$ cat src/rtl/fetch_pkg.sv
// Shared types, constants and the PC legality rule for the instruction fetch block.
package fetch_pkg;

  typedef logic [15:0] addr_t;
  typedef logic [15:0] instr_t;

  typedef enum logic [1:0] {
    IDLE  = 2'd0,
    RUN   = 2'd1,
    FAULT = 2'd2
  } fetch_state_e;

  typedef struct packed {
    addr_t  pc;
    instr_t instr;
  } fetch_entry_t;

  localparam addr_t PC_STRIDE = 16'd4;

  // Last byte of the word is checked in 17 bits so addresses near 16'hFFFF cannot wrap.
  function automatic logic pc_legal(addr_t addr, int unsigned mem_size);
    logic [16:0] last_byte;
    last_byte = {1'b0, addr} + 17'd3;
    return (addr[1:0] == 2'b00) && ({15'b0, last_byte} < mem_size);
  endfunction

endpackage

$ cat src/rtl/fetch_queue.sv
// Circular FIFO of {pc, instr} pairs; head is read straight from registered storage.
module fetch_queue
  import fetch_pkg::*;
#(
  parameter int QDEPTH = 4
) (
  input  logic         clk,
  input  logic         reset_n,
  input  logic         push_i,
  input  logic         pop_i,
  input  logic         flush_i,
  input  fetch_entry_t push_data_i,
  output fetch_entry_t head_o,
  output logic         full_o,
  output logic         empty_o
);

  localparam int PW = $clog2(QDEPTH);
  localparam int CW = PW + 1;

  fetch_entry_t   mem_q [QDEPTH];
  logic [PW-1:0]  wr_ptr_q;
  logic [PW-1:0]  rd_ptr_q;
  logic [CW-1:0]  count_q;

  // Storage is cleared on reset so the head reads zero before the first push.
  always_ff @(posedge clk or negedge reset_n) begin
    if (!reset_n) begin
      for (int i = 0; i < QDEPTH; i++) begin
        mem_q[i] <= '0;
      end
      wr_ptr_q <= '0;
      rd_ptr_q <= '0;
      count_q  <= '0;
    end else if (flush_i) begin
      wr_ptr_q <= '0;
      rd_ptr_q <= '0;
      count_q  <= '0;
    end else begin
      if (push_i) begin
        mem_q[wr_ptr_q] <= push_data_i;
        wr_ptr_q        <= wr_ptr_q + 1'b1;
      end
      if (pop_i) begin
        rd_ptr_q <= rd_ptr_q + 1'b1;
      end
      if (push_i && !pop_i) begin
        count_q <= count_q + 1'b1;
      end else if (!push_i && pop_i) begin
        count_q <= count_q - 1'b1;
      end
    end
  end

  assign head_o  = mem_q[rd_ptr_q];
  assign full_o  = (count_q == CW'(QDEPTH));
  assign empty_o = (count_q == '0);

endmodule

$ cat src/rtl/instr_fetch_ctrl.sv
// Fetch sequencer: owns the PC, addresses the ROM and feeds decode through a small queue.
//   state | meaning
//   IDLE  | waiting for start; redirects only load the PC
//   RUN   | fetching one word per cycle while the queue has room
//   FAULT | stopped on an illegal PC; queued entries still drain
module instr_fetch_ctrl
  import fetch_pkg::*;
#(
  parameter int unsigned MEM_SIZE = 1024,
  parameter int          QDEPTH   = 4,
  parameter logic [15:0] RESET_PC = 16'h0000
) (
  input  logic        clk,
  input  logic        reset_n,
  input  logic        start,
  input  logic        redirect_valid,
  input  logic [15:0] redirect_addr,
  output logic [15:0] imem_addr,
  input  logic [15:0] imem_instr,
  output logic        out_valid,
  output logic [15:0] out_instr,
  output logic [15:0] out_pc,
  input  logic        out_ready,
  output logic        fault,
  output logic [15:0] fault_addr,
  output logic        busy
);

  fetch_state_e state_q, state_d;
  addr_t        pc_q, pc_d;
  addr_t        fault_addr_q, fault_addr_d;

  logic         push, flush, pop, push_ok;
  logic         full, empty;
  logic         pc_ok, redir_ok;
  fetch_entry_t head, push_data;

  assign pop       = out_valid & out_ready;
  assign push_ok   = !full | pop;
  assign pc_ok     = pc_legal(pc_q, MEM_SIZE);
  assign redir_ok  = pc_legal(redirect_addr, MEM_SIZE);
  assign push_data = '{pc: pc_q, instr: imem_instr};

  always_comb begin
    state_d      = state_q;
    pc_d         = pc_q;
    fault_addr_d = fault_addr_q;
    push         = 1'b0;
    flush        = 1'b0;
    case (state_q)
      IDLE: begin
        if (redirect_valid) begin
          pc_d = redirect_addr;
          if (!redir_ok) begin
            state_d      = FAULT;
            fault_addr_d = redirect_addr;
          end else if (start) begin
            state_d = RUN;
          end
        end else if (start) begin
          state_d = RUN;
        end
      end
      RUN: begin
        if (redirect_valid) begin
          flush = 1'b1;
          pc_d  = redirect_addr;
          if (!redir_ok) begin
            state_d      = FAULT;
            fault_addr_d = redirect_addr;
          end
        end else if (!pc_ok) begin
          state_d      = FAULT;
          fault_addr_d = pc_q;
        end else if (push_ok) begin
          push = 1'b1;
          pc_d = pc_q + PC_STRIDE;
        end
      end
      FAULT: begin
        // An illegal retarget keeps the queue so earlier fetches can still drain.
        if (redirect_valid) begin
          pc_d = redirect_addr;
          if (redir_ok) begin
            flush   = 1'b1;
            state_d = RUN;
          end else begin
            fault_addr_d = redirect_addr;
          end
        end
      end
      default: state_d = IDLE;
    endcase
  end

  always_ff @(posedge clk or negedge reset_n) begin
    if (!reset_n) begin
      state_q      <= IDLE;
      pc_q         <= RESET_PC;
      fault_addr_q <= '0;
    end else begin
      state_q      <= state_d;
      pc_q         <= pc_d;
      fault_addr_q <= fault_addr_d;
    end
  end

  fetch_queue #(
    .QDEPTH(QDEPTH)
  ) u_queue (
    .clk         (clk),
    .reset_n     (reset_n),
    .push_i      (push),
    .pop_i       (pop),
    .flush_i     (flush),
    .push_data_i (push_data),
    .head_o      (head),
    .full_o      (full),
    .empty_o     (empty)
  );

  assign imem_addr  = pc_q;
  assign out_valid  = !empty;
  assign out_instr  = head.instr;
  assign out_pc     = head.pc;
  assign fault      = (state_q == FAULT);
  assign fault_addr = fault_addr_q;
  assign busy       = (state_q == RUN);

endmodule

$ cat config.mk
export PLATFORM = sky130hd
export DESIGN_NAME = instr_fetch_ctrl
export DESIGN_NICKNAME = d
export VERILOG_FILES = /design/src/rtl/fetch_pkg.sv /design/src/rtl/fetch_queue.sv /design/src/rtl/instr_fetch_ctrl.sv
export SDC_FILE = /design/constraint.sdc
export NUM_CORES = 1
export LEC_CHECK = 0
export BUFFER_PORTS_ARGS = -buffer_cell sky130_fd_sc_hd__buf_2
export CAP_MARGIN = 20
export CORE_MARGIN = 3
export CORE_UTILIZATION = 45
export DETAILED_ROUTE_END_ITERATION = 10
export REMOVE_ABC_BUFFERS = 1
export SETUP_SLACK_MARGIN = 0.4
export SLEW_MARGIN = 30
export SYNTH_ARGS = -nofsm -noshare
export SYNTH_HDL_FRONTEND = slang
export SYNTH_HIERARCHICAL = 1
export SYNTH_SLANG_ARGS = --single-unit
$ cat constraint.sdc
create_clock -name clk -period 5 [get_ports clk]
set_clock_uncertainty 0.05 [all_clocks]
set_input_delay 0.75 -clock clk [delete_from_list [all_inputs] [get_ports clk]]
set_output_delay 0.75 -clock clk [all_outputs]
set_load 0.01 [all_outputs]
==> results.md, run 1 <==
- Status: completed
- Critical Path Start: imem_addr[10]
- Initial antenna violation count: 0
- Worst endpoint required time: 5.24 ns
- Core ar.: about 17000 um^2
- Synth warnings: 6
- TritonCTS buffer count: 17
- Initial Utilization: between 40% and 50%
- Post-synthesis adder-cell area fraction: 1.67%
- Die Area: slightly below 20000 um^2
- Final core occ: between 50% and 60%
- Crit-path cells: or4_4 > or3_4 > a21oi_1 > nor2b_4 > nand2_2 > mux2_2
- Largest family of logic cells by synthesized area: multiplexers
- Synth Register Bits: 169
- Total detailed-routing wirelength: 17300 um
- Ports: 104
- Mapped Avg Cell Area: 14.1 um^2
- Final Cycle Share: 74.2%
- Pins Over Slew Limit: 0
- Synth cell count leaders: dfrtp_1 (169), mux2_2 (130), mux4_2 (32)
- Critical path capture point type: flop
- First drt pass iteration count: 4
- Via-per-instance ratio: 5.66
- Setup slack, reg-to-reg: 1.29 ns
- Final count of negative-setup-slack endpoints: 0
- Ranking of synthesized cells by area: dfrtp_1 (53%), mux2_2 (18%), mux4_2 (9.1%), buf_6 (1.8%), a21oi_1 (1.5%)
- Max frequency: 0.270 GHz
- Post-synth EDFFs: 0
- Antenna Nets Post-Route: 0
- Leakage power: 0.00452 uW
- Hold_ws: a little under 0.4 ns
- Clock latency on the worst-skew pair: 0.42 ns
- Placed Area: 8530 um^2
- DRC viols: 0
- CP peak stage delay: 0.61 ns
- Async SR Flop Fraction: between 90% and 100%
- Reg clk slew, reported paths: 0.06 ns
- Gpl congestion: 0.809
- Cell row count: 47
- Setup TNS Final: 0 ns
- Worst r2r src: imem_addr[10]
- Clock Path Buffers: 2
- Post-detailed-route wirelength per cell: 19.6 um
- Critical Path AT: 3.95 ns
- Nets: 701
- Worst setup SP type: flop
- # clock sinks: between 150 and 200
- Cts repair resizes: 0
- Crit Path Class: flop to flop
- Tmin final: 3.71 ns
- CP max-delay cell: or4_4
- DR vias: 5009
- Main synth FF type: dfrtp_1
- Hpwl dp: 11400 um
- Post-synthesis xor/xnor area fraction: 0.552%
- H-tree levels: 4
- Final-layout fill cell count: 1425
- Number of buffers and inverters on the critical path: 0
- DR iter-0 viols: 288
- Count leader, synth: dfrtp_1
- PortBufs: between 100 and 150
- Finished Cell Area: 9130 um^2
- Die height: 139 um
- Register area share after synthesis: 53.3%
- Cells after synthesis: 562
- CP top delay family: simple AND/OR/NAND/NOR gates
- Mapped cell area: 7940 um^2
- Final worst setup slack: 1.29 ns
- Top-area cell type share of the netlist area: 53.3%
- # Max-Cap Violations: 0
- GRT overflow: 0
- Max-slew headroom: 35.1%
- Cts hold-fix bufs: 0
- Peak supply drop: about 0.00027 V
- Final hold violation count: 0
- Area fraction in compound gates after synthesis: 6.91%
- Worst Hold Class: primary input to async pin
- Clock root buffer: clkbuf_16
- Die extent in x: 139 um
- Post-synth top area cell: dfrtp_1
- N_diodes: 0
- Mux contribution to synthesized area: 28.6%
- Post-CTS setup buffers: 0
- Crit-path max FO: 32
- Pre-CTS setup slack: 1.32 ns
- GRT Overall Usage: between 15 and 20%
- Layout area overhead: 15.1%
- Synth unique cells: about 50
- Simple-gate portion of the synthesized area: 5.42%
- First-pass GRT wire length: 28600 um
- CTS tree: yes
- Largest net degree at the start of global routing: 113
- Worst Tran Pin Value: 0.967 ns
- Layout cell share with drive strength beyond 1: 47.5%
- RSZ-0062 raised after global routing: no
- Vias in the first global route: 5255
- Power per cell area: ~460 nW/um^2
## layout make-up
type                       instances  area [um^2]  area share, %
sequential                       169         4230           46.3
tap                              220          275           3.01
inverter                           8         30.0          0.329
clock buffer                      23          508           5.56
multi-input combinational        351         3440           37.7
clock inverter                     7         90.1          0.986
timing repair buffer             107          554           6.07
## metrics by stage
step / instances / power [uW]
finish: 885 / 4240
global route: 885 / 4500
detailed placement: 855 / 2970
floorplan: 528 / 2500
global placement: 855 / 2950
CTS: 885 / 4300
## cell families (layout without fill, tap and decap cells)
kind of cell / count (synthesis) / in the layout
compound gates: 83 / 83
xor+xnor: 5 / 5
fa+ha+maj: 10 / 10
buf+inv: 42 / 145
flops: 169 / 169
mux: 170 / 170
simple gates: 83 / 83
## power by group
part / internal [uW] / total, uW / switching [uW] / leakage [uW]
Combinational: 490 / 1030 / 544 / 0.00196
Sequential: 1530 / 1900 / 374 / 0.00227
Clock: 807 / 1300 / 497 / 0.000293
Total: 2830 / 4240 / 1410 / 0.00452
## final timing paths
kind,cells past startpoint,to
max reg2reg,6,u_queue/mem_q[88]
max,6,u_queue/mem_q[88]
min in group clk,1,fault_addr[15]
min reg2reg,1,fault_addr[15]
max in group asynchronous,2,u_queue/mem_q[113]
min,1,u_queue/mem_q[101]
## routing by layer
metal | GRT usage, % | vias up | share of wire (%)
met5 | 0 | - | 0
met4 | 4.94 | 0 | 0.76
met3 | 4.21 | 16 | 3.5
met2 | 29.9 | 125 | 49
met1 | 25.4 | 2591 | 46
li1 | - | 2277 | -
## cell usage in the layout, fill, tap and decap left out, drive strengths merged, types with 3 or more instances in the layout
cell type | netlist | final
nor3 | 5 | 5
o22ai | 15 | 15
o21ai | 15 | 15
a211oi | 3 | 3
nand3 | 8 | 8
and2 | 3 | 3
xnor2 | 3 | 3
ha | 9 | 9
nor3b | 3 | 3
nand2b | 4 | 4
or3 | 3 | 3
a2bb2oi | 13 | 13
a21oi | 24 | 24
clkbuf | 9 | 24
mux2 | 131 | 131
inv | 8 | 8
mux2i | 7 | 7
nor4 | 3 | 3
mux4 | 32 | 32
buf | 25 | 106
nand2 | 31 | 31
clkinv | 0 | 3
nor2 | 13 | 13
o2bb2ai | 6 | 6
dfrtp | 169 | 169
## registers in the layout (all words and copies together), names as in the netlist
register          count
u_queue/mem_q       128
fault_addr           16
imem_addr            16
u_queue/count_q       3
state_q               2
u_queue/rd_ptr_q      2
u_queue/wr_ptr_q      2
Note: power is estimated with default switching activity, not from simulation.
==> run 2, diff against run 1 <==
ABC_AREA = 1   (was not set)
PLACE_DENSITY = 0.67   (was not set)
clock period = 3 ns   (was 5 ns; I/O delays follow)
==> run 2 against run 1 <==
Critical path depth rose by 4. Synthesized cell count rose by 85%. Clock power rose by 85%. Maximum frequency rose by 52%.
==> results.md, run 2 <==
- Crit-path cells: inv_1 > ha_1 > inv_1 > nor3_1 > inv_2 > nor2_8 > nand2_4 > buf_4 > nand2_1 > o21ai_2
- Comb power frac: approximately two fifths
- Async SR Flop Fraction: 100%
- Worst endpoint required time: ~3.3 ns
- Critical Path AT: 2.71 ns
- Via-per-instance ratio: 5.15
- Pins Over Slew Limit: 0
- Register area share after synthesis: 48.8%
- Cells after synthesis: 1037
- Most common cell after layout, fill and taps aside: nand2_1
- Crit-path max FO: 27
- Clock root buffer: clkbuf_16
- CP max-delay cell: dfrtp_1
- Final Instance Count excl. Fillers: roughly 1400
- Layout cell share with drive strength beyond 1: between 20% and 30%
- CTS tree: yes
- Die height: 145 um
- Ranking of synthesized cells by area: dfrtp_1 (49%), nand2_1 (13%), o21ai_2 (6.2%), o21ai_1 (5.4%), nor2_1 (4.5%)
- Met3 Resource Use GR: approximately 4.8%
- Clock network power share: 25.9%
- Gpl congestion: 0.837
- GRT overflow: 0
- DR iter-0 viols: between 300 and 400
- Largest net degree at the start of global routing: 66
- Final count of negative-setup-slack endpoints: 0
- Most common cell on crit path: inv_1
- Post-CTS setup buffers: 0
- Final core occ: a little over half
- Nets: 1168
- DRC viols: 0
- DR vias: 7180
- Clock Path Buffers: 2
- Met2 GRT Util: 33.8%
- Crit Path Class: flop to flop
- Total detailed-routing wirelength: 20800 um
- Hold_ws: between 0.2 and 0.3 ns
- Mapped cell area: 8670 um^2
- Sequential share of power: 34.0%
- Leading cell types in the layout, fill and taps excluded: nand2_1 (296), dfrtp_1 (168), nor2_1 (105)
- Setup slack, reg-to-reg: 0.55 ns
- Count leader, synth: nand2_1
- Main synth FF type: dfrtp_1
- Tmin final: 2.45 ns
- Cell row count: 50
- RSZ-0062 raised after global routing: yes
- N_diodes: 0
- Number of flip-flops in the largest register: 128
- Layout area overhead: 14.0%
- Clock latency on the worst-skew pair: 0.43 ns
- GRT Overall Usage: 20.7%
- Status: completed
- Dpl cells: 1361
- Hpwl dp: 13300 um
- Die extent in x: about 140 um
- H-tree levels: 4
- Reg clk slew, reported paths: 0.07 ns
- First-pass GRT wire length: 34700 um
- TritonCTS buffer count: 17
- Power per cell area: 941 nW/um^2
- Ports: 104
- Top Usage Layer GRT: met2
- Peak supply drop: 0.000467 V
- Die Area: between 20000 and 25000 um^2
- Max-slew headroom: roughly three fifths
- PortBufs: between 100 and 150
- Post-synth top area cell: dfrtp_1
- CP peak stage delay: roughly 0.43 ns
- # Max-Cap Violations: 0
- NetSw: ~3800 uW
- Final hold violation count: 0
- Post-detailed-route wirelength per cell: 14.9 um
- GR Util met1: a little over a quarter
- Worst Tran Pin Value: around 0.61 ns
- Switching share of total power: 41.1%
- Synth cell count leaders: nand2_1 (296), dfrtp_1 (169), nor2_1 (105)
- First drt pass iteration count: 6
- Synth Register Bits: about 170
- Synth warnings: 6
- Synth unique cells: 34
- Max frequency: 0.409 GHz
- Worst setup SP type: flop
- Initial antenna violation count: 0
- Largest register by flop count: u_queue/mem_q
- Int Power: roughly 5500 uW
- Final Cycle Share: 81.5%
- # clock sinks: 169
- Top-area cell type share of the netlist area: 48.8%
- Mapped Avg Cell Area: 8.36 um^2
- Critical path capture point type: flop
- Vias in the first global route: 6961
- Antenna Nets Post-Route: 0
- Leakage power: 0.00489 uW
- Setup TNS Final: 0 ns
- Post-synth EDFFs: 0
- Initial Utilization: 46.0%
- Worst Hold Class: primary input to flop
- Core ar.: 18800 um^2
-- run 2: cell type report --
| cell class | count | area, um^2 |
|---|---|---|
| Sequential cell | 169 | 4230 |
| Clock inverter | 14 | 209 |
| Clock buffer | 18 | 439 |
| Fill cell | 1783 | 8950 |
| Multi-Input combinational cell | 738 | 3670 |
| Tap cell | 260 | 325 |
| Timing Repair Buffer | 120 | 718 |
| Inverter | 75 | 287 |
-- run 2: timing repair --
| item | in CTS | in global routing |
|---|---|---|
| hold buffers | 1 | 0 |
| resized for setup | 0 | 3 |
| hold endpoints to repair | 60 | 0 |
| endpoints found under the setup margin | 0 | 19 |
-- run 2: logic make-up (layout without fill, tap and decap cells) --
| kind of cell | count (synthesis) | after routing | share of synthesized area [%] |
|---|---|---|---|
| XOR/XNOR | 2 | 2 | 0.202 |
| flip-flops | 169 | 169 | 48.8 |
| buffers and inverters | 130 | 227 | 8.92 |
| adder cells (fa/ha/maj) | 10 | 10 | 1.53 |
| AO/OA/AOI/OAI | 264 | 264 | 18.6 |
| AND/OR/NAND/NOR | 462 | 462 | 22.0 |
-- run 2: power by group through the flow --
stage	sequential [uW]	combinational [uW]	clock (uW)
global placement	3170	3710	0
global route	3230	4240	2560
finish	3160	3730	2410
detailed placement	3190	3760	0
CTS	3150	3780	2460
floorplan	3280	2200	0
-- run 2: through the flow --
step / instance area, um^2 / setup slack [ns] / power [uW]
5_1_grt: 9880 / 0.377 / 10000
3_3_place_gp: 9210 / 0.664 / 6880
6_report: 9880 / 0.554 / 9300
3_5_place_dp: 9210 / 0.622 / 6940
2_1_floorplan: 8180 / 0.308 / 5490
4_1_cts: 9870 / 0.446 / 9390
-- run 2: worst paths after layout --
path / depth (start not counted) / startpoint / to
hold / removal: 3 / redirect_addr[0] / imem_addr[0]
min in group asynchronous: 2 / reset_n / u_queue/mem_q[14]
setup reg to reg: 10 / state_q[1] / u_queue/mem_q[76]
max in group asynchronous: 3 / reset_n / u_queue/rd_ptr_q[0]
setup / recovery: 10 / state_q[1] / u_queue/mem_q[76]
hold reg to reg: 2 / u_queue/mem_q[78] / u_queue/mem_q[78]
-- run 2: routing by layer --
layer  routed length [um]  vias to the layer above
met5                    0                        -
met4                  315                        0
met3                 1160                       27
met2                 9670                      177
met1                 9610                     3400
li1                     -                     3576
-- run 2: worst max-delay path, delay by kind of cell (launching register included) --
| kind | cells | cell delay, ns |
|---|---|---|
| fa+ha+maj | 1 | 0.23 |
| simple gates | 4 | 0.89 |
| compound gates | 1 | 0.06 |
| buf+inv | 4 | 0.66 |
| flops | 1 | 0.43 |
==> run 3, diff against run 2 <==
PLACE_DENSITY = not set   (was 0.67)
clock period = 2.3 ns   (was 3 ns; I/O delays follow)
==> run 3 against run 2 <==
Non-clock buffer count grew 89. Utilization grew 12 points. Final cell count grew 6.5%. First-iteration DRC count grew 22%. Via count grew 12%. Clock power grew 25%. Worst setup slack lost 0.51 ns. Global-route usage grew 2.0 points. Routed wire length grew 34%. Sequential share of layout area shrank 8.2 points. Largest cell class is now multi-input gates.
==> results.md, run 3 (same netlist as run 2, synthesis figures left out) <==
- Leading cell types in the layout, fill and taps excluded: nand2_1 (188), dfrtp_1 (166), buf_2 (101)
- GRT overflow: 0
- Initial Utilization: a little under half
- Cell row count: 50
- Status: completed
- N_diodes: 0
- Reg clk slew, reported paths: 0.07 ns
- Ports: 104
- Core ar.: 18800 um^2
- H-tree levels: 4
- Final-layout fill cell count: 1478
- WP depth: 4
- Crit path to: out_pc[14]
- PortBufs: 103
- Most common cell after layout, fill and taps aside: nand2_1
- Layout cell share with drive strength beyond 1: 39.6%
- Setup TNS Final: 0 ns
- Hpwl dp: 13500 um
- Reg2reg end: u_queue/mem_q[29]
- Peak supply drop: 0.000693 V
- DR iter-0 viols: 481
- Final hold violation count: 0
- DR vias: 8058
- Layout area overhead: 41.0%
- Final core occ: 64.9%
- Critical Path AT: ~1.9 ns
- Hold_ws: 0.164 ns
- Worst r2r src: imem_addr[1]
- Die Area: 21000 um^2
- # clock sinks: 169
- CP max-delay cell: dfrtp_2
- Antenna Nets Post-Route: 0
- Largest register by flop count: u_queue/mem_q
- Max-slew headroom: 62.8%
- CTS tree: yes
- Clock latency on the worst-skew pair: 0.43 ns
- Final count of negative-setup-slack endpoints: 0
- Setup slack, reg-to-reg: 0.17 ns
- Gpl congestion: 0.867
- Post-detailed-route wirelength per cell: 18.7 um
- Leakage power: 0.00579 uW
- Initial antenna violation count: 0
- Die extent in x: 145 um
- Worst Hold Class: primary input to flop
- CP top delay family: compound AO/OA/AOI/OAI gates
- Multi-input combinational cell area: 4620 um^2
- Nets: 1259
- First drt pass iteration count: 5
- Clock Path Buffers: 2
- DRC viols: 0
- RSZ-0062 raised after global routing: yes
- Largest net degree at the start of global routing: 57
- Final Cycle Share: between 90% and 100%
- Number of buffers and inverters on the critical path: 2
- FF+latch area: 4230 um^2
- Total detailed-routing wirelength: 27700 um
- TritonCTS buffer count: 17
- Worst setup SP type: flop
- Pre-CTS setup slack: 0.137 ns
- # Max-Cap Violations: 0
- Critical path capture point type: output port
- Pins Over Slew Limit: 0
- Crit-path cells: buf_12 > o21ai_0 > o22ai_2 > buf_2
- Vias in the first global route: 7003
- Clock root buffer: clkbuf_16
- Via-per-instance ratio: 5.43
- Die height: 145 um
- First-pass GRT wire length: approximately 37000 um
- Crit Path Class: flop to output port
- GRT Overall Usage: 22.7%
- Worst Tran Pin Value: ~0.56 ns
- Power per cell area: ~1100 nW/um^2
- CP peak stage delay: 0.49 ns
- Crit-path max FO: 27
- Worst endpoint required time: 1.90 ns
- Reg2Reg Depth: 12
- Critical Path Start: u_queue/rd_ptr_q[0]
- Number of flip-flops in the largest register: ~130
- Final worst setup slack: 0.0481 ns
- Tmin final: 2.25 ns
- Max frequency: roughly 0.44 GHz
-- run 3: changes by cell type in the layout (fill, tap and decap cells not counted), moves of 8 or more --
cell	before	now
nand2_1	296	188
nand2_4	4	79
buf_4	10	44
nand2_2	0	30
o21ai_2	61	90
buf_12	5	20
o21ai_1	93	78
o21ai_0	66	52
buf_16	0	13
buf_6	2	15
clkbuf_16	17	30
o22ai_1	32	24
o22ai_2	0	8
-- run 3: repair_timing --
item | in CTS | in global routing
resized for setup | 106 | 201
hold buffers | 1 | 0
hold endpoints to repair | 51 | 0
pin swaps | 24 | 17
buffers inserted | 34 | 9
setup endpoints to repair | 171 | 181
gates cloned | 12 | 18
-- run 3: power by group --
part	switching (uW)	internal, uW
clock	1190	1820
combinational	3880	2740
sequential	609	3560
total	5680	8120
-- run 3: layout make-up --
cell class | count | area share (%)
multi-input cells | 740 | 37.8
flip-flops and latches | 169 | 34.6
repair buffers | 209 | 17.5
clock buffers | 24 | 4.02
well taps | 260 | 2.66
inverters | 75 | 2.44
clock inverters | 7 | 0.942
-- run 3: how the worst min path moves through the flow --
stage	start	end	slack (ns)	cells past startpoint
2_1_floorplan	reset_n	fault_addr[0]	-0.0006	0
3_3_place_gp	reset_n	u_queue/mem_q[3]	0.31	1
3_5_place_dp	reset_n	u_queue/mem_q[3]	0.31	1
4_1_cts	redirect_addr[0]	imem_addr[0]	0.15	3
5_1_grt	imem_instr[5]	u_queue/mem_q[37]	0.19	3
6_report	redirect_addr[0]	imem_addr[0]	0.16	3
-- run 3: layer usage --
layer  vias up  track usage (%)  routed length (um)  part of all wire (%)
met5         -                0                   0                     0
met4         0             5.45                 707                   2.5
li1       3791                -                   -                     -
met2       328             37.1               13400                    48
met1      3880             31.0               11700                    42
met3        59             5.03                1900                   6.8
-- run 3: worst reg2reg max path, delay by kind of cell (launching register included) --
family                 cells  cell delay (ns)
DFF                        1             0.38
AOI/OAI and AO/OA          1             0.19
buffers and inverters      4             0.55
and+or+nand+nor            7             0.86
-- run 3: per-stage QoR --
| step | cell area, um^2 | instances | total power [uW] |
|---|---|---|---|
| floorplan | 8180 | 982 | 7150 |
| detailed placement | 9440 | 1379 | 9210 |
| finish | 12200 | 1484 | 13800 |
| global placement | 9440 | 1379 | 9170 |
| CTS | 11100 | 1457 | 13200 |
| global route | 12200 | 1484 | 14600 |
